### config.mk
export PLATFORM = sky130hd
export DESIGN_NAME = aes_word_frontend_flat
export DESIGN_NICKNAME = d
export VERILOG_FILES = /design/src/rtl/aes_word_frontend_if.sv /design/src/rtl/aes_word_frontend.sv /design/src/flat_wrapper.sv
export SDC_FILE = /design/constraint.sdc
export NUM_CORES = 1
export LEC_CHECK = 0
export ABC_AREA = 1
export BUFFER_PORTS_ARGS = -buffer_cell sky130_fd_sc_hd__buf_2
export CAP_MARGIN = 20
export CORE_AREA = 8 8 230 232
export CTS_BUF_LIST = sky130_fd_sc_hd__clkbuf_8
export DETAILED_ROUTE_END_ITERATION = 10
export DIE_AREA = 0 0 238 240
export GPL_TIMING_DRIVEN = 0
export PLACE_DENSITY_LB_ADDON = 0.1
export SKIP_LAST_GASP = 1
export SLEW_MARGIN = 20
export SYNTH_ARGS = -nofsm -noshare
export SYNTH_HDL_FRONTEND = slang
export SYNTH_SLANG_ARGS = --single-unit
### constraint.sdc
create_clock -name clk -period 2.4 [get_ports clk]
set_input_delay 0.72 -clock clk [delete_from_list [all_inputs] [get_ports clk]]
set_output_delay 0.72 -clock clk [all_outputs]
set_load 0.01 [all_outputs]
### src/rtl/aes_word_frontend_if.sv
// Word-serial bus bundle between the register interface, the frontend and the AES-256 core.
// The frontend takes the slave view; the bus/core side drives through the master view.
interface aes_word_frontend_if #(
    parameter int WORD_W = 32
);
    logic              in_valid;
    logic              in_ready;
    logic [WORD_W-1:0] in_data;
    logic              in_addr;
    logic              in_mode;
    logic              core_start;
    logic              core_mode;
    logic [255:0]      core_key;
    logic [127:0]      core_data;
    logic              core_done;
    logic [127:0]      core_result;
    logic              out_valid;
    logic              out_ready;
    logic [WORD_W-1:0] out_data;
    logic              out_last;
    logic              key_loaded;
    logic              busy;
    logic [15:0]       blk_cnt;

    modport slave (
        input  in_valid, in_data, in_addr, in_mode, core_done, core_result, out_ready,
        output in_ready, core_start, core_mode, core_key, core_data,
        output out_valid, out_data, out_last, key_loaded, busy, blk_cnt
    );

    modport master (
        output in_valid, in_data, in_addr, in_mode, core_done, core_result, out_ready,
        input  in_ready, core_start, core_mode, core_key, core_data,
        input  out_valid, out_data, out_last, key_loaded, busy, blk_cnt
    );
endinterface

### src/rtl/aes_word_frontend.sv
// Word-serial AES-256 front end: packs key/block words MSB-first, launches the core,
// and streams the 128-bit result back out as WORD_W-bit words.
module aes_word_frontend #(
    parameter int WORD_W = 32
) (
    input  logic              clk,
    input  logic              reset,
    aes_word_frontend_if.slave bus
);
    localparam int KEY_WORDS  = 256 / WORD_W;
    localparam int DATA_WORDS = 128 / WORD_W;
    localparam logic [3:0] KEY_LAST  = 4'(KEY_WORDS - 1);
    localparam logic [3:0] DATA_LAST = 4'(DATA_WORDS - 1);

    typedef enum logic [1:0] {
        ST_IDLE  = 2'd0,
        ST_START = 2'd1,
        ST_WAIT  = 2'd2,
        ST_DRAIN = 2'd3
    } state_t;

    state_t        state_r;
    state_t        state_nxt_s;
    logic [255:0]  key_r;
    logic [127:0]  data_r;
    logic [127:0]  res_r;
    logic          mode_r;
    logic          key_loaded_r;
    logic [3:0]    key_cnt_r;
    logic [3:0]    data_cnt_r;
    logic [3:0]    out_idx_r;
    logic [15:0]   blk_cnt_r;

    logic          in_ready_s;
    logic          core_start_s;
    logic          out_valid_s;
    logic          out_last_s;
    logic          busy_s;
    logic          key_acc_s;
    logic          data_acc_s;
    logic          capture_s;
    logic          out_hs_s;

    assign key_acc_s  = bus.in_valid & in_ready_s & bus.in_addr;
    assign data_acc_s = bus.in_valid & in_ready_s & ~bus.in_addr;
    assign capture_s  = bus.core_done & ((state_r == ST_START) | (state_r == ST_WAIT));
    assign out_hs_s   = out_valid_s & bus.out_ready;

    // State register
    always_ff @(posedge clk) begin
        if (reset) begin
            state_r <= ST_IDLE;
        end else begin
            state_r <= state_nxt_s;
        end
    end

    // Next-state logic
    always_comb begin
        state_nxt_s = state_r;
        case (state_r)
            ST_IDLE: begin
                if (data_acc_s && (data_cnt_r == DATA_LAST)) begin
                    state_nxt_s = ST_START;
                end else begin
                    state_nxt_s = ST_IDLE;
                end
            end
            ST_START: begin
                if (bus.core_done) begin
                    state_nxt_s = ST_DRAIN;
                end else begin
                    state_nxt_s = ST_WAIT;
                end
            end
            ST_WAIT: begin
                if (bus.core_done) begin
                    state_nxt_s = ST_DRAIN;
                end else begin
                    state_nxt_s = ST_WAIT;
                end
            end
            ST_DRAIN: begin
                if (out_hs_s && (out_idx_r == DATA_LAST)) begin
                    state_nxt_s = ST_IDLE;
                end else begin
                    state_nxt_s = ST_DRAIN;
                end
            end
            default: state_nxt_s = ST_IDLE;
        endcase
    end

    // Output decode; in_ready is forced low while reset is asserted
    always_comb begin
        in_ready_s   = 1'b0;
        core_start_s = 1'b0;
        out_valid_s  = 1'b0;
        out_last_s   = 1'b0;
        busy_s       = 1'b1;
        case (state_r)
            ST_IDLE: begin
                in_ready_s = ~reset & (bus.in_addr | key_loaded_r);
                busy_s     = 1'b0;
            end
            ST_START: core_start_s = 1'b1;
            ST_WAIT:  busy_s       = 1'b1;
            ST_DRAIN: begin
                out_valid_s = 1'b1;
                out_last_s  = (out_idx_r == DATA_LAST);
            end
            default: busy_s = 1'b0;
        endcase
    end

    // Key and block assembly; each accepted word shifts in at the bottom so the first lands on top
    always_ff @(posedge clk) begin
        if (reset) begin
            key_r        <= 256'd0;
            data_r       <= 128'd0;
            mode_r       <= 1'b0;
            key_loaded_r <= 1'b0;
            key_cnt_r    <= 4'd0;
            data_cnt_r   <= 4'd0;
        end else begin
            if (key_acc_s) begin
                key_r <= (key_r << WORD_W) | 256'(bus.in_data);
                if (key_cnt_r == KEY_LAST) begin
                    key_cnt_r    <= 4'd0;
                    key_loaded_r <= 1'b1;
                end else begin
                    key_cnt_r <= key_cnt_r + 4'd1;
                    if (key_cnt_r == 4'd0) begin
                        key_loaded_r <= 1'b0;
                    end
                end
            end
            if (data_acc_s) begin
                data_r <= (data_r << WORD_W) | 128'(bus.in_data);
                if (data_cnt_r == DATA_LAST) begin
                    data_cnt_r <= 4'd0;
                    mode_r     <= bus.in_mode;
                end else begin
                    data_cnt_r <= data_cnt_r + 4'd1;
                end
            end
        end
    end

    // Result capture and drain; the current output word always sits in the top bits of res_r
    always_ff @(posedge clk) begin
        if (reset) begin
            res_r     <= 128'd0;
            out_idx_r <= 4'd0;
            blk_cnt_r <= 16'd0;
        end else begin
            if (capture_s) begin
                res_r     <= bus.core_result;
                out_idx_r <= 4'd0;
            end else if (out_hs_s) begin
                res_r <= res_r << WORD_W;
                if (out_idx_r == DATA_LAST) begin
                    out_idx_r <= 4'd0;
                    blk_cnt_r <= blk_cnt_r + 16'd1;
                end else begin
                    out_idx_r <= out_idx_r + 4'd1;
                end
            end
        end
    end

    assign bus.in_ready   = in_ready_s;
    assign bus.core_start = core_start_s;
    assign bus.core_mode  = mode_r;
    assign bus.core_key   = key_r;
    assign bus.core_data  = data_r;
    assign bus.out_valid  = out_valid_s;
    assign bus.out_data   = res_r[127 -: WORD_W];
    assign bus.out_last   = out_last_s;
    assign bus.key_loaded = key_loaded_r;
    assign bus.busy       = busy_s;
    assign bus.blk_cnt    = blk_cnt_r;
endmodule

### src/flat_wrapper.sv
// flat-port wrapper written by rule: the top's interface ports become plain ports
module aes_word_frontend_flat 
#(
    parameter int WORD_W = 32
)
  (clk, reset, bus_in_valid, bus_in_data, bus_in_addr, bus_in_mode, bus_core_done, bus_core_result, bus_out_ready, bus_in_ready, bus_core_start, bus_core_mode, bus_core_key, bus_core_data, bus_out_valid, bus_out_data, bus_out_last, bus_key_loaded, bus_busy, bus_blk_cnt);
  aes_word_frontend_if #(.WORD_W(WORD_W)) bus_i ();
  input  logic clk;
  input  logic reset;
  input wire logic [$bits(bus_i.in_valid)-1:0] bus_in_valid;
  input wire logic [$bits(bus_i.in_data)-1:0] bus_in_data;
  input wire logic [$bits(bus_i.in_addr)-1:0] bus_in_addr;
  input wire logic [$bits(bus_i.in_mode)-1:0] bus_in_mode;
  input wire logic [$bits(bus_i.core_done)-1:0] bus_core_done;
  input wire logic [$bits(bus_i.core_result)-1:0] bus_core_result;
  input wire logic [$bits(bus_i.out_ready)-1:0] bus_out_ready;
  output wire logic [$bits(bus_i.in_ready)-1:0] bus_in_ready;
  output wire logic [$bits(bus_i.core_start)-1:0] bus_core_start;
  output wire logic [$bits(bus_i.core_mode)-1:0] bus_core_mode;
  output wire logic [$bits(bus_i.core_key)-1:0] bus_core_key;
  output wire logic [$bits(bus_i.core_data)-1:0] bus_core_data;
  output wire logic [$bits(bus_i.out_valid)-1:0] bus_out_valid;
  output wire logic [$bits(bus_i.out_data)-1:0] bus_out_data;
  output wire logic [$bits(bus_i.out_last)-1:0] bus_out_last;
  output wire logic [$bits(bus_i.key_loaded)-1:0] bus_key_loaded;
  output wire logic [$bits(bus_i.busy)-1:0] bus_busy;
  output wire logic [$bits(bus_i.blk_cnt)-1:0] bus_blk_cnt;
  assign bus_i.in_valid = bus_in_valid;
  assign bus_i.in_data = bus_in_data;
  assign bus_i.in_addr = bus_in_addr;
  assign bus_i.in_mode = bus_in_mode;
  assign bus_i.core_done = bus_core_done;
  assign bus_i.core_result = bus_core_result;
  assign bus_i.out_ready = bus_out_ready;
  assign bus_in_ready = bus_i.in_ready;
  assign bus_core_start = bus_i.core_start;
  assign bus_core_mode = bus_i.core_mode;
  assign bus_core_key = bus_i.core_key;
  assign bus_core_data = bus_i.core_data;
  assign bus_out_valid = bus_i.out_valid;
  assign bus_out_data = bus_i.out_data;
  assign bus_out_last = bus_i.out_last;
  assign bus_key_loaded = bus_i.key_loaded;
  assign bus_busy = bus_i.busy;
  assign bus_blk_cnt = bus_i.blk_cnt;
  aes_word_frontend #(.WORD_W(WORD_W)) u_core (.clk(clk), .reset(reset), .bus(bus_i));
endmodule
==> impl_results.rst, run 1 <==
.. list-table::
   :header-rows: 1

   * - Metric
     - Value
   * - Status
     - finished, final reports clean
   * - Comb power frac
     - around 6.3%
   * - Number of unique standard cell types used by synthesis
     - 26
   * - Avg Vias per Cell
     - between 4 and 5
   * - GRT met1 Usage
     - about a third
   * - Placed cells
     - between 3000 and 4000
   * - Number of DRC markers after the initial detailed-route iteration
     - 1395
   * - Worst voltage drop across the vdd grid
     - between 0.0003 and 0.0004 V
   * - Largest cells by area after synthesis
     - dfxtp_1, nor2_1, o21ai_0, nand2_1, buf_6
   * - Skew-Pair Late Insertion Delay
     - 660 ps
   * - Area added between synthesis and finish
     - 28.1%
   * - Final-report max-slew violation count
     - 0
   * - Mapped Avg Cell Area
     - about 7.8 um^2
   * - Startpoint of the worst register-to-register path
     - u_core.state_r[0]
   * - Hold Path End
     - u_core.bus.core_key[26]
   * - Setup repair after global routing missed its margin
     - no
   * - Endpoint type of the worst setup path
     - output pin
   * - Fill cells
     - about 4900
   * - FFs w/ async S/R, synth
     - 0%
   * - Post-cts hold buffer count
     - 0
   * - Clock share of power
     - between 40% and 50%
   * - Largest net degree at the start of global routing
     - 13
   * - Predominant post-synthesis flop cell
     - dfxtp_1
   * - Worst hold path stage count
     - 3
   * - Initial antenna violation count
     - 7
   * - Cells after Synth
     - 2591
   * - Ys Warns
     - 0
   * - Full die area
     - about 57000 um^2
   * - CTS buffer count
     - 89
   * - Gr usage total
     - between 20% and 30%
   * - Net count after synthesis
     - around 2800
   * - Startpoint class of the critical path
     - register
   * - Clock tree from TritonCTS
     - yes
   * - Core region area
     - 49500 um^2
   * - Synth cell count leaders
     - nor2_1, dfxtp_1, nand2_1
   * - Cell Pwr Density
     - 721 nW/um^2
   * - Area occupied by registers
     - ~11000 um^2
   * - Boundary Pins
     - roughly 610
   * - Final Non-Filler Cells
     - just over 4000
   * - Placement row count
     - approximately 80
   * - Share of total power in sequential cells
     - 50.6%
   * - Minimum period implied by the final worst setup slack
     - 2280 ps
   * - Depth of the most critical reg-to-reg path
     - 8
   * - Total grt overflow
     - 0
   * - Endpoint of the worst register-to-register path
     - u_core.res_r[85]
   * - Antenna Nets Post-Route
     - 0
   * - Post-synthesis sequential element count
     - about 540
   * - Worst hold path type
     - primary input to register
   * - Net Sw Frac
     - around a quarter
   * - Global routing met3 resource utilization
     - under 10%
   * - Cell area after synthesis
     - between 20000 and 25000 um^2
   * - Total via count in the routed design
     - roughly 20000
   * - Worst setup path start
     - u_core.state_r[0]
   * - Total area of multi-input combinational cells
     - ~7900 um^2
   * - Worst setup slack for register-to-register paths
     - ~190 ps
   * - Hold Vio Cnt, Final
     - 0
   * - Number of global-route vias before repair
     - 19532
   * - Net count of the finished layout
     - roughly 3500
   * - Final WS setup
     - between 100 and 150 ps
   * - Hold Path Origin
     - bus_in_data[26]
   * - Share of cells above drive strength 1
     - between 20% and 30%
   * - Total wirelength of the detailed-routed design
     - between 70 and 80 mm
   * - Horizontal extent of the die
     - between 200 and 250 um
   * - Sum Neg Setup Slack
     - 0 ps
   * - Largest area contributor in the synthesized netlist
     - dfxtp_1
   * - Critical path required time
     - ~1700 ps
   * - Weighted congestion reported at the end of routability-driven placement
     - 0.904
   * - Data arrival time of the critical path
     - between 1500 and 2000 ps
   * - Most congested layer reported by global routing
     - met2
   * - Worst setup slack after placement
     - -189 ps
   * - Internal power of the cells
     - between 10000 and 15000 uW
   * - Met2 routing resource usage after global routing
     - roughly 44%
   * - Overall power after layout
     - approximately 19000 uW
   * - Number of endpoints failing setup at the final stage
     - 0
   * - Worst slew margin relative to its limit
     - approximately 40%
   * - DRC violations left
     - 0
   * - HPWL after detailed placement
     - 61.9 mm
   * - Wirelength per Cell
     - slightly below 20 um
   * - Clock Skew
     - ~17 ps
   * - Initial core utilization
     - 41.0%
   * - Clock sink total
     - 544
   * - Switching power of the nets
     - around 4800 uW
   * - Sequential fraction of the synthesis area
     - 53.7%
   * - First-pass GRT wire length
     - roughly 120 mm
   * - Largest fanout on the critical path
     - 3
   * - Tcrit/Tclk final
     - ~95%
   * - Number of port buffers
     - a little over 600
   * - Cell chosen for the clock root
     - clkbuf_8
   * - CTS clock-pin slew for the worst setup and hold paths
     - 60 ps
   * - Top cell type's share of synthesized area
     - 53.7%
   * - Static Leak
     - 0.0129 uW
   * - Htree depth
     - 3
   * - Overall die height
     - about 240 um
   * - Slew at the pin with the worst max-slew slack
     - between 900 and 1000 ps
   * - Most instantiated library cell after synthesis
     - nor2_1
   * - Post-Route Utilization
     - a little over half
   * - Detailed-router iteration count before antenna repair
     - 5
   * - Maximum frequency from static timing analysis
     - ~0.44 GHz
   * - Number of synthesized flops with an enable pin
     - 0
   * - Number of max-cap violations
     - 0
   * - CP Class
     - register to output pin
   * - Number of buffers on the longest clock path
     - 3
-- how the worst max path moves through the flow --
stage	end	cells past startpoint
final	bus_in_ready	5
after global routing	bus_in_ready	5
after CTS	bus_out_last	4
after detailed placement	u_core.bus.core_key[254]	6
after global placement	u_core.bus.blk_cnt[9]	9
after floorplan	u_core.bus.core_key[64]	12
-- registers in the layout, summed over array words and instances, names as in the netlist --
signal	flops
u_core.data_cnt_r	4
u_core.out_idx_r	4
u_core.key_cnt_r	4
u_core.bus.core_data	128
u_core.res_r	128
u_core.state_r	2
u_core.bus.key_loaded	1
u_core.bus.core_key	256
u_core.bus.core_mode	1
u_core.bus.blk_cnt	16
-- power groups by stage --
stage	logic [uW]	clock network (uW)	registers [uW]
2_1_floorplan	467	0	9690
3_3_place_gp	1170	0	9660
3_5_place_dp	1190	0	9660
4_1_cts	1190	8210	9470
5_1_grt	1300	8610	9490
6_report	1190	8050	9470
-- cell usage in the layout, fill, tap and decap left out, types with 3 or more instances in the layout --
cell        netlist  layout
a21oi_1          78      78
a22oi_1          33      33
a31oi_1          63      63
buf_1             5       4
buf_2            24     628
buf_4            33      34
buf_6            46      47
clkbuf_1        107     104
clkbuf_2          1       4
clkbuf_8          0     114
clkinv_2          0       6
clkinvlp_4        0       4
dfxtp_1         544     541
dfxtp_2           0       3
diode_2           0       3
ha_1              9       7
inv_1            42      70
nand2_1         347     346
nand2_2           2       3
nand3_1          19      19
nand4_1           5       5
nor2_1          766     764
nor2_2           52      54
nor2_4            3       3
nor3_1           10      10
o21ai_0         342     342
o21ai_1          52      52
xor2_1            3       3
-- worst max-delay path: stages, from the launching register on --
cell     delay [ps]
dfxtp_2         350
inv_2            90
ha_4            150
nand2_2          70
nor2_4          110
buf_6           130
-- metal layers --
layer  routed length (um)  vias up
li1                     -     9765
met1                32600     9368
met2                37400      772
met3                 5620      150
met4                 2680        8
met5                   42        -
-- stage by stage --
| stage | instance area, um^2 | hold slack, ps |
|---|---|---|
| floorplan | 20300 | 441 |
| finish | 26000 | 299 |
| detailed placement | 24100 | 453 |
| global placement | 24100 | 450 |
| CTS | 25900 | 240 |
| global route | 26000 | 279 |
-- final cells by class --
type	count	share of cell area [%]
well taps	672	3.24
inverters	44	0.656
diodes	3	0.0289
repair buffers	605	11.7
multi-input cells	1787	30.5
clock inverters	42	0.742
flip-flops and latches	544	42.0
clock buffers	114	6.05
plain buffers	216	5.07
-- kinds of logic after synthesis --
| kind of cell | share of synthesized area [%] |
|---|---|
| buffers and inverters | 7.31 |
| adders and majority gates | 0.556 |
| and+or+nand+nor | 23.4 |
| DFF | 53.7 |
| AOI/OAI and AO/OA | 14.8 |
| xor gates and xnor gates | 0.130 |
-- timing repair --
action                                  in CTS  in global routing
pin swaps                                    0                  0
gates cloned                                 0                  0
resized for setup                            7                 13
endpoints found under the setup margin      49                 93
buffers inserted                             0                  1
(Power assumes the default switching activity.)
==> run 2: changes to the inputs <==
--- a/config.mk
+++ b/config.mk
@@ -5,13 +5,12 @@
 export SDC_FILE = /design/constraint.sdc
 export NUM_CORES = 1
 export LEC_CHECK = 0
-export ABC_AREA = 1
 export BUFFER_PORTS_ARGS = -buffer_cell sky130_fd_sc_hd__buf_2
 export CAP_MARGIN = 20
-export CORE_AREA = 8 8 230 232
+export CORE_AREA = 8 8 229 231
 export CTS_BUF_LIST = sky130_fd_sc_hd__clkbuf_8
 export DETAILED_ROUTE_END_ITERATION = 10
-export DIE_AREA = 0 0 238 240
+export DIE_AREA = 0 0 237 239
 export GPL_TIMING_DRIVEN = 0
 export PLACE_DENSITY_LB_ADDON = 0.1
 export SKIP_LAST_GASP = 1
==> run 2 against run 1 <==
Effect of this change:
- die area fell by 0.84%
- flip-flop and latch count did not move
- via count fell by 0.71%
- power fell by 3.8%
- design area fell by 0.41%
- cell count fell by 2.7%
- hold slack improved by 4.3 ps
- non-clock buffer count rose by 17
- maximum frequency fell by 3.9%
- sequential power fell by 4.1%
- first-iteration DRC count fell by 17%
- critical endpoint unchanged
- largest cell class unchanged
==> impl_results.rst, run 2 <==
.. list-table::
   :header-rows: 1

   * - Metric
     - Value
   * - Status
     - finished, final reports clean
   * - Placed cells
     - 3745 (-3.2%)
   * - Ys Warns
     - 0 (unchanged)
   * - Number of endpoints failing setup at the final stage
     - 0 (unchanged)
   * - Area share of and/or/nand/nor cells after synthesis
     - 22.7% (-0.69 points)
   * - Number of DRC markers after the initial detailed-route iteration
     - 1162 (-17%)
   * - Predominant post-synthesis flop cell
     - dfxtp_1
   * - Full die area
     - 56600 um^2 (-0.84%)
   * - Worst hold-check slack
     - 304 ps (+4.27 ps)
   * - Commonest cells after routing, fill and taps aside
     - nand2_1, buf_2, dfxtp_1
   * - Clock tree from TritonCTS
     - yes
   * - CP Cell Sequence
     - inv_4, ha_4, inv_4, nor3_4, buf_2
   * - Slew at the pin with the worst max-slew slack
     - 764 ps (-137 ps)
   * - Final WS setup
     - 28.8 ps (-93.6 ps)
   * - Top cell type's share of synthesized area
     - 54.2% (+0.50 points)
   * - Detailed-router iteration count before antenna repair
     - 5 (unchanged)
   * - HPWL after detailed placement
     - 64.6 mm (+4.3%)
   * - Total wirelength of the detailed-routed design
     - 80.6 mm (+2.9%)
   * - Number of global-route vias before repair
     - 19890 (+1.8%)
   * - Post-cts hold buffer count
     - 0 (unchanged)
   * - Adder and majority gate portion of the synthesized area
     - 0.561% (+0.0051 points)
   * - Number of synthesized flops with an enable pin
     - 0 (unchanged)
   * - Clock sink total
     - 544 (unchanged)
   * - DRC violations left
     - 0 (unchanged)
   * - Synthesized-area fraction occupied by ao, oa, aoi and oai cells
     - 15.8% (+0.96 points)
   * - CP dominant cell by count
     - inv_4
   * - Most common cell after layout, fill and taps aside
     - nand2_1
   * - First-pass GRT wire length
     - 120 mm (+2.8%)
   * - Core region area
     - 48500 um^2 (-1.8%)
   * - Setup repair after global routing missed its margin
     - yes
   * - Number of max-cap violations
     - 0 (unchanged)
   * - Sequential fraction of the synthesis area
     - 54.2% (+0.50 points)
   * - Gr usage total
     - 27.1% (+1.1 points)
   * - Net count after synthesis
     - 2695 (-2.6%)
   * - Number of unique standard cell types used by synthesis
     - 37 (+42%)
   * - Critical path required time
     - 1680 ps (about the same)
   * - Data arrival time of the critical path
     - 1650 ps (+90 ps)
   * - Total via count in the routed design
     - 19921 (-0.71%)
   * - Hold Vio Cnt, Final
     - 0 (unchanged)
   * - Clock Skew
     - 15.9 ps (-1.11 ps)
   * - Startpoint class of the critical path
     - register
   * - Skew-Pair Late Insertion Delay
     - 660 ps (about the same)
   * - Static Leak
     - 0.0107 uW (-17%)
   * - Synth cell count leaders
     - nand2_1, dfxtp_1, a21oi_1
   * - Largest stage delay on the critical path
     - 370 ps (+20 ps)
   * - FFs w/ async S/R, synth
     - 0% (unchanged)
   * - Largest fanout on the critical path
     - 3 (unchanged)
   * - Largest area contributor in the synthesized netlist
     - dfxtp_1
   * - Worst voltage drop across the vdd grid
     - 0.000432 V (+11%)
   * - Most instantiated library cell after synthesis
     - nand2_1
   * - Fill cells
     - 4833 (-1.8%)
   * - Post-synthesis sequential element count
     - 544 (unchanged)
   * - Minimum period implied by the final worst setup slack
     - 2370 ps (+93.6 ps)
   * - Endpoint type of the worst setup path
     - output pin
   * - Share of cells above drive strength 1
     - 26.5% (-0.58 points)
   * - Tcrit/Tclk final
     - 98.8% (+3.9 points)
   * - Initial core utilization
     - 41.4% (+0.38 points)
   * - Antenna Nets Post-Route
     - 0 (unchanged)
   * - Placement row count
     - 81 (-1.2%)
   * - Avg Vias per Cell
     - 5.08 (+2.0%)
   * - Net count of the finished layout
     - 3399 (-1.8%)
   * - Overall die height
     - 239 um (-0.42%)
   * - Number of port buffers
     - 604 (unchanged)
   * - Final Non-Filler Cells
     - 3919 (-2.7%)
   * - Main combinational cell family by area after synthesis
     - simple AND/OR/NAND/NOR gates
   * - Boundary Pins
     - 606 (unchanged)
   * - Highest-delay cell along the critical path
     - dfxtp_4
   * - Area added between synthesis and finish
     - 28.7%
   * - Initial antenna violation count
     - 10 (+3)
   * - Largest net degree at the start of global routing
     - 20 (+7)
   * - Cell Pwr Density
     - 696 nW/um^2 (-3.4%)
   * - Cell chosen for the clock root
     - clkbuf_8
   * - CTS clock-pin slew for the worst setup and hold paths
     - 60 ps (about the same)
   * - Largest cells by area after synthesis
     - dfxtp_1, nand2_1, a21oi_1, a311oi_1, nor2_1
   * - CTS buffer count
     - 94 (+5.6%)
   * - Weighted congestion reported at the end of routability-driven placement
     - 0.911 (+0.76%)
   * - Number of buffers on the longest clock path
     - 3 (unchanged)
   * - Final-report max-slew violation count
     - 0 (unchanged)
   * - Share of the synthesized netlist area taken by xor and xnor gates
     - 0.567% (+0.44 points)
   * - Htree depth
     - 3 (unchanged)
   * - Sum Neg Setup Slack
     - 0 ps (unchanged)
   * - Cell area after synthesis
     - 20100 um^2 (-0.91%)
   * - Worst slew margin relative to its limit
     - 49.0% (+9.2 points)
   * - Worst setup slack after placement
     - -742 ps (-553 ps)
   * - Wirelength per Cell
     - 20.6 um (+5.8%)
   * - CP Class
     - register to output pin
   * - Cells after Synth
     - 2519 (-2.8%)
   * - Number of flip-flops in the largest register
     - 256 (unchanged)
   * - Mapped Avg Cell Area
     - 7.97 um^2 (+1.9%)
   * - Proportion of synthesized area in mux cells
     - 0.0997% (+0.10 points)
   * - Total grt overflow
     - 0 (unchanged)
   * - Worst hold path type
     - primary input to register
   * - Maximum frequency from static timing analysis
     - 0.422 GHz (-3.9%)
   * - Horizontal extent of the die
     - 237 um (-0.42%)
## run 2: through the flow
stage	utilization (%)	power (uW)	cell area [um^2]
2_1_floorplan	-	9530	20100
3_3_place_gp	49.2	9880	23900
3_5_place_dp	49.2	9890	23900
4_1_cts	53.1	18200	25800
5_1_grt	53.2	18600	25800
6_report	53.2	18000	25800
## run 2: final timing paths
| kind | slack (ps) | end | from | cells past startpoint |
|---|---|---|---|---|
| min | 300 | u_core.bus.core_mode | bus_in_mode | 3 |
| max | 30 | bus_in_ready | u_core.state_r[0] | 5 |
| min reg2reg | 450 | u_core.bus.core_key[241] | u_core.bus.core_key[241] | 2 |
| max reg2reg | 170 | u_core.res_r[54] | u_core.state_r[0] | 7 |
## run 2: critical path, delay by kind of cell, from the launching register on
kind,cells,cell delay (ps)
DFF,1,370
buffers and inverters,3,270
and+or+nand+nor,1,200
adders and majority gates,1,140
## run 2: routing by layer
metal,GRT usage [%],part of all wire [%],routed length [um]
met4,9.51,3.2,2590
met1,32.3,41,33100
met3,6.92,6.9,5530
met2,47.1,49,39400
met5,0,0.033,27
## run 2: logic make-up after synthesis
kind of cell	Yosys count
multiplexers	2
buffers and inverters	237
XOR/XNOR	13
AND/OR/NAND/NOR	1173
adder cells (fa/ha/maj)	9
AO/OA/AOI/OAI	541
flip-flops	544
## run 2: what timing repair did
action,in CTS,in global routing
buffers inserted,3,3
endpoints found under the setup margin,28,14
resized for setup,11,11
pin swaps,3,2
endpoints found under the hold margin,0,0
## run 2: report_power, final
part	leakage [uW]	switching (uW)	internal, uW
registers	0.00438	22.5	9050
logic	0.00529	432	179
clock network	0.00107	3770	4530
## run 2: cell type report
type | count | area (um^2) | area share [%]
Timing Repair Buffer | 610 | 3070 | 11.9
Antenna cell | 8 | 20.0 | 0.0775
Multi-Input combinational cell | 1738 | 8020 | 31.0
Inverter | 7 | 33.8 | 0.131
Clock buffer | 119 | 1640 | 6.34
Clock inverter | 43 | 215 | 0.833
Buffer | 228 | 1170 | 4.53
Sequential cell | 544 | 10900 | 42.2
Tap cell | 622 | 778 | 3.01
==> run 3: changes to the inputs <==
--- a/config.mk
+++ b/config.mk
@@ -5,12 +5,13 @@
 export SDC_FILE = /design/constraint.sdc
 export NUM_CORES = 1
 export LEC_CHECK = 0
-export BUFFER_PORTS_ARGS = -buffer_cell sky130_fd_sc_hd__buf_2
+export ABC_AREA = 1
 export CAP_MARGIN = 20
-export CORE_AREA = 8 8 229 231
+export CORE_AREA = 8 8 227 229
 export CTS_BUF_LIST = sky130_fd_sc_hd__clkbuf_8
 export DETAILED_ROUTE_END_ITERATION = 10
-export DIE_AREA = 0 0 237 239
+export DIE_AREA = 0 0 235 237
+export DONT_BUFFER_PORTS = 1
 export GPL_TIMING_DRIVEN = 0
 export PLACE_DENSITY_LB_ADDON = 0.1
 export SKIP_LAST_GASP = 1
==> run 3 against run 2 <==
Effect of this change:
- register-to-register slack worse by 50 ps
- die area is 1.7% lower
- clock power shrank 6.9%
- power rose by 0.17%
- first-iteration DRC count fell by 3.7%
- non-clock buffer count fell by 622
- clock-buffer cell count down 11
- maximum frequency grew 2.7%
- largest power group unchanged
==> impl_results.rst, run 3 (synthesis results as in run 1) <==
.. list-table::
   :header-rows: 1

   * - Metric
     - Value
   * - Status
     - finished, final reports clean
   * - Depth of the most critical reg-to-reg path
     - 9 (+2)
   * - Overall power after layout
     - 18000 uW (+0.17%)
   * - Final Instance Area
     - 22700 um^2 (-12%)
   * - Minimum period implied by the final worst setup slack
     - 2310 ps (-62.8 ps)
   * - Worst hold path type
     - primary input to register
   * - HPWL after detailed placement
     - 59.3 mm (-8.3%)
   * - Tcrit/Tclk final
     - 96.2% (-2.6 points)
   * - Total grt overflow
     - 0 (unchanged)
   * - Placement row count
     - 81 (unchanged)
   * - Largest net degree at the start of global routing
     - 13 (-35%)
   * - Avg Vias per Cell
     - 5.22 (+2.7%)
   * - Number of max-cap violations
     - 0 (unchanged)
   * - Worst setup path start
     - u_core.state_r[0]
   * - Comb power frac
     - 3.5% (about the same)
   * - Final-report max-slew violation count
     - 0 (unchanged)
   * - Gr usage total
     - 25.7% (-1.4 points)
   * - Initial antenna violation count
     - 6 (-4)
   * - Worst voltage drop across the vdd grid
     - 0.000379 V (-12%)
   * - Boundary Pins
     - 606 (unchanged)
   * - Horizontal extent of the die
     - 235 um (-0.84%)
   * - Clock tree from TritonCTS
     - yes
   * - Endpoint of the worst setup timing path
     - bus_out_last
   * - Worst setup slack for register-to-register paths
     - 120 ps (-50 ps)
   * - Total via count in the routed design
     - 17521 (-12%)
   * - Endpoint of the worst register-to-register path
     - u_core.bus.core_data[53]
   * - Net Sw Frac
     - 25.2% (+1.7 points)
   * - Core region area
     - 48100 um^2 (-0.84%)
   * - Cell chosen for the clock root
     - clkbuf_8
   * - Htree depth
     - 3 (unchanged)
   * - Area added between synthesis and finish
     - 12.1%
   * - CP Class
     - register to output pin
   * - Weighted congestion reported at the end of routability-driven placement
     - 0.891 (-2.2%)
   * - Slew at the pin with the worst max-slew slack
     - 795 ps (+30.6 ps)
   * - Internal power of the cells
     - 13500 uW (-2.0%)
   * - Clock sink total
     - 544 (unchanged)
   * - Post-Route Utilization
     - 47.2% (-6.0 points)
   * - Detailed-router iteration count before antenna repair
     - 7 (+2)
   * - DRC violations left
     - 0 (unchanged)
   * - Number of global-route vias before repair
     - 16876 (-15%)
   * - Most common cell after layout, fill and taps aside
     - nor2_1
   * - Switching power of the nets
     - 4540 uW (+7.4%)
   * - Total wirelength of the detailed-routed design
     - 75.1 mm (-6.8%)
   * - Overall die height
     - 237 um (-0.84%)
   * - Antenna Nets Post-Route
     - 0 (unchanged)
   * - Critical path required time
     - 1680 ps (about the same)
   * - Initial core utilization
     - 42.1% (+0.73 points)
   * - Skew-Pair Late Insertion Delay
     - 680 ps (+20 ps)
   * - Wirelength per Cell
     - 22.4 um (+8.8%)
   * - First-pass GRT wire length
     - 110 mm (-7.7%)
   * - Number of port buffers
     - 0 (-100%)
   * - Worst slew margin relative to its limit
     - 47.0% (-2.0 points)
   * - Endpoint type of the worst setup path
     - output pin
   * - Largest fanout on the critical path
     - 5 (+2)
   * - Startpoint class of the critical path
     - register
   * - CTS buffer count
     - 89 (-5.3%)
   * - Placement Cell Area
     - 21000 um^2 (-12%)
   * - Maximum frequency from static timing analysis
     - 0.433 GHz (+2.7%)
   * - Clock share of power
     - 42.9% (-3.2 points)
   * - Clock Skew
     - 38.2 ps (+22.3 ps)
   * - Number of buffers on the longest clock path
     - 3 (unchanged)
   * - Share of cells above drive strength 1
     - 10.7% (-16 points)
   * - Data arrival time of the critical path
     - 1590 ps (-60 ps)
   * - Commonest cells after routing, fill and taps aside
     - nor2_1, dfxtp_1, nand2_1
   * - Cell Pwr Density
     - 793 nW/um^2 (+14%)
   * - Number of DRC markers after the initial detailed-route iteration
     - 1119 (-3.7%)
   * - Setup repair after global routing missed its margin
     - yes
   * - Static Leak
     - 0.00980 uW (-8.8%)
   * - Hold Vio Cnt, Final
     - 0 (unchanged)
   * - Full die area
     - 55700 um^2 (-1.7%)
   * - Net count of the finished layout
     - 2858 (-16%)
   * - Post-cts hold buffer count
     - 0 (unchanged)
   * - CTS clock-pin slew for the worst setup and hold paths
     - 60 ps (about the same)
   * - Share of total power in sequential cells
     - 53.6% (+3.1 points)
   * - Number of endpoints failing setup at the final stage
     - 0 (unchanged)
   * - Startpoint of the worst register-to-register path
     - u_core.state_r[0]
   * - Number of flip-flops in the largest register
     - 256 (unchanged)
## run 3: cell count changes in the layout (fill, tap and decap cells not counted), sizes merged, moves of 6 or more
cell,delta
nor2,+676
clkbuf,-12
nand3,+12
or3,-8
buf,-621
xor2,-7
a21oi,-324
inv,+28
a311oi,-96
o21ai,+387
nor3,+6
nand2,-631
a31oi,+63
## run 3: power groups by stage
stage | clock network, uW | logic (uW) | registers, uW
floorplan | 0 | 467 | 9690
global placement | 0 | 620 | 9860
detailed placement | 0 | 633 | 9860
finish | 7730 | 636 | 9660
CTS | 7870 | 637 | 9670
global route | 8270 | 726 | 9680
## run 3: area by class of cell
class / count / area, um^2
sequential: 544 / 10900
fill: 4890 / 25400
clock inverter: 33 / 159
clock buffer: 108 / 1490
buffer: 216 / 1320
inverter: 44 / 170
antenna: 3 / 7.51
multi-input combinational: 1787 / 7910
tap: 622 / 778
## run 3: worst min path at each step
stage,start,endpoint,slack (ps),cells after the start
2_1_floorplan,u_core.res_r[0],u_core.res_r[0],440,2
3_3_place_gp,u_core.res_r[10],u_core.res_r[10],450,2
3_5_place_dp,u_core.res_r[10],u_core.res_r[10],450,2
4_1_cts,bus_in_data[17],u_core.bus.core_key[17],120,2
5_1_grt,bus_in_data[17],u_core.bus.core_key[17],150,2
6_report,bus_in_data[25],u_core.bus.core_data[25],190,2
## run 3: worst max-delay path, stage by stage, from the launching register on
cell and delay, ps:
dfxtp_1 380, ha_2 300, inv_1 70, nor2_2 190
## run 3: metal layers
metal  vias up  part of all wire [%]  track usage (%)
met1      8145                    39             29.1
met2       662                    47             43.3
met4         4                   3.6             9.90
met5         -                 0.036                0
li1       8565                     -                -
met3       145                   9.8             10.1
## run 3: per-stage QoR
stage / cells / hold WS (ps) / setup slack [ps] / TNS [ps]
2_1_floorplan: 2591 / 441 / 440 / 0
3_3_place_gp: 3213 / 450 / -175 / -8700
3_5_place_dp: 3213 / 452 / -192 / -13680
4_1_cts: 3354 / 124 / 21.4 / 0
5_1_grt: 3354 / 150 / -27.3 / -87.2
6_report: 3357 / 185 / 91.6 / 0
## run 3: repair_timing
item,4_1_cts,5_1_grt
buffers inserted,0,0
hold endpoints to repair,0,0
resized for setup,4,15
setup endpoints to repair,60,80
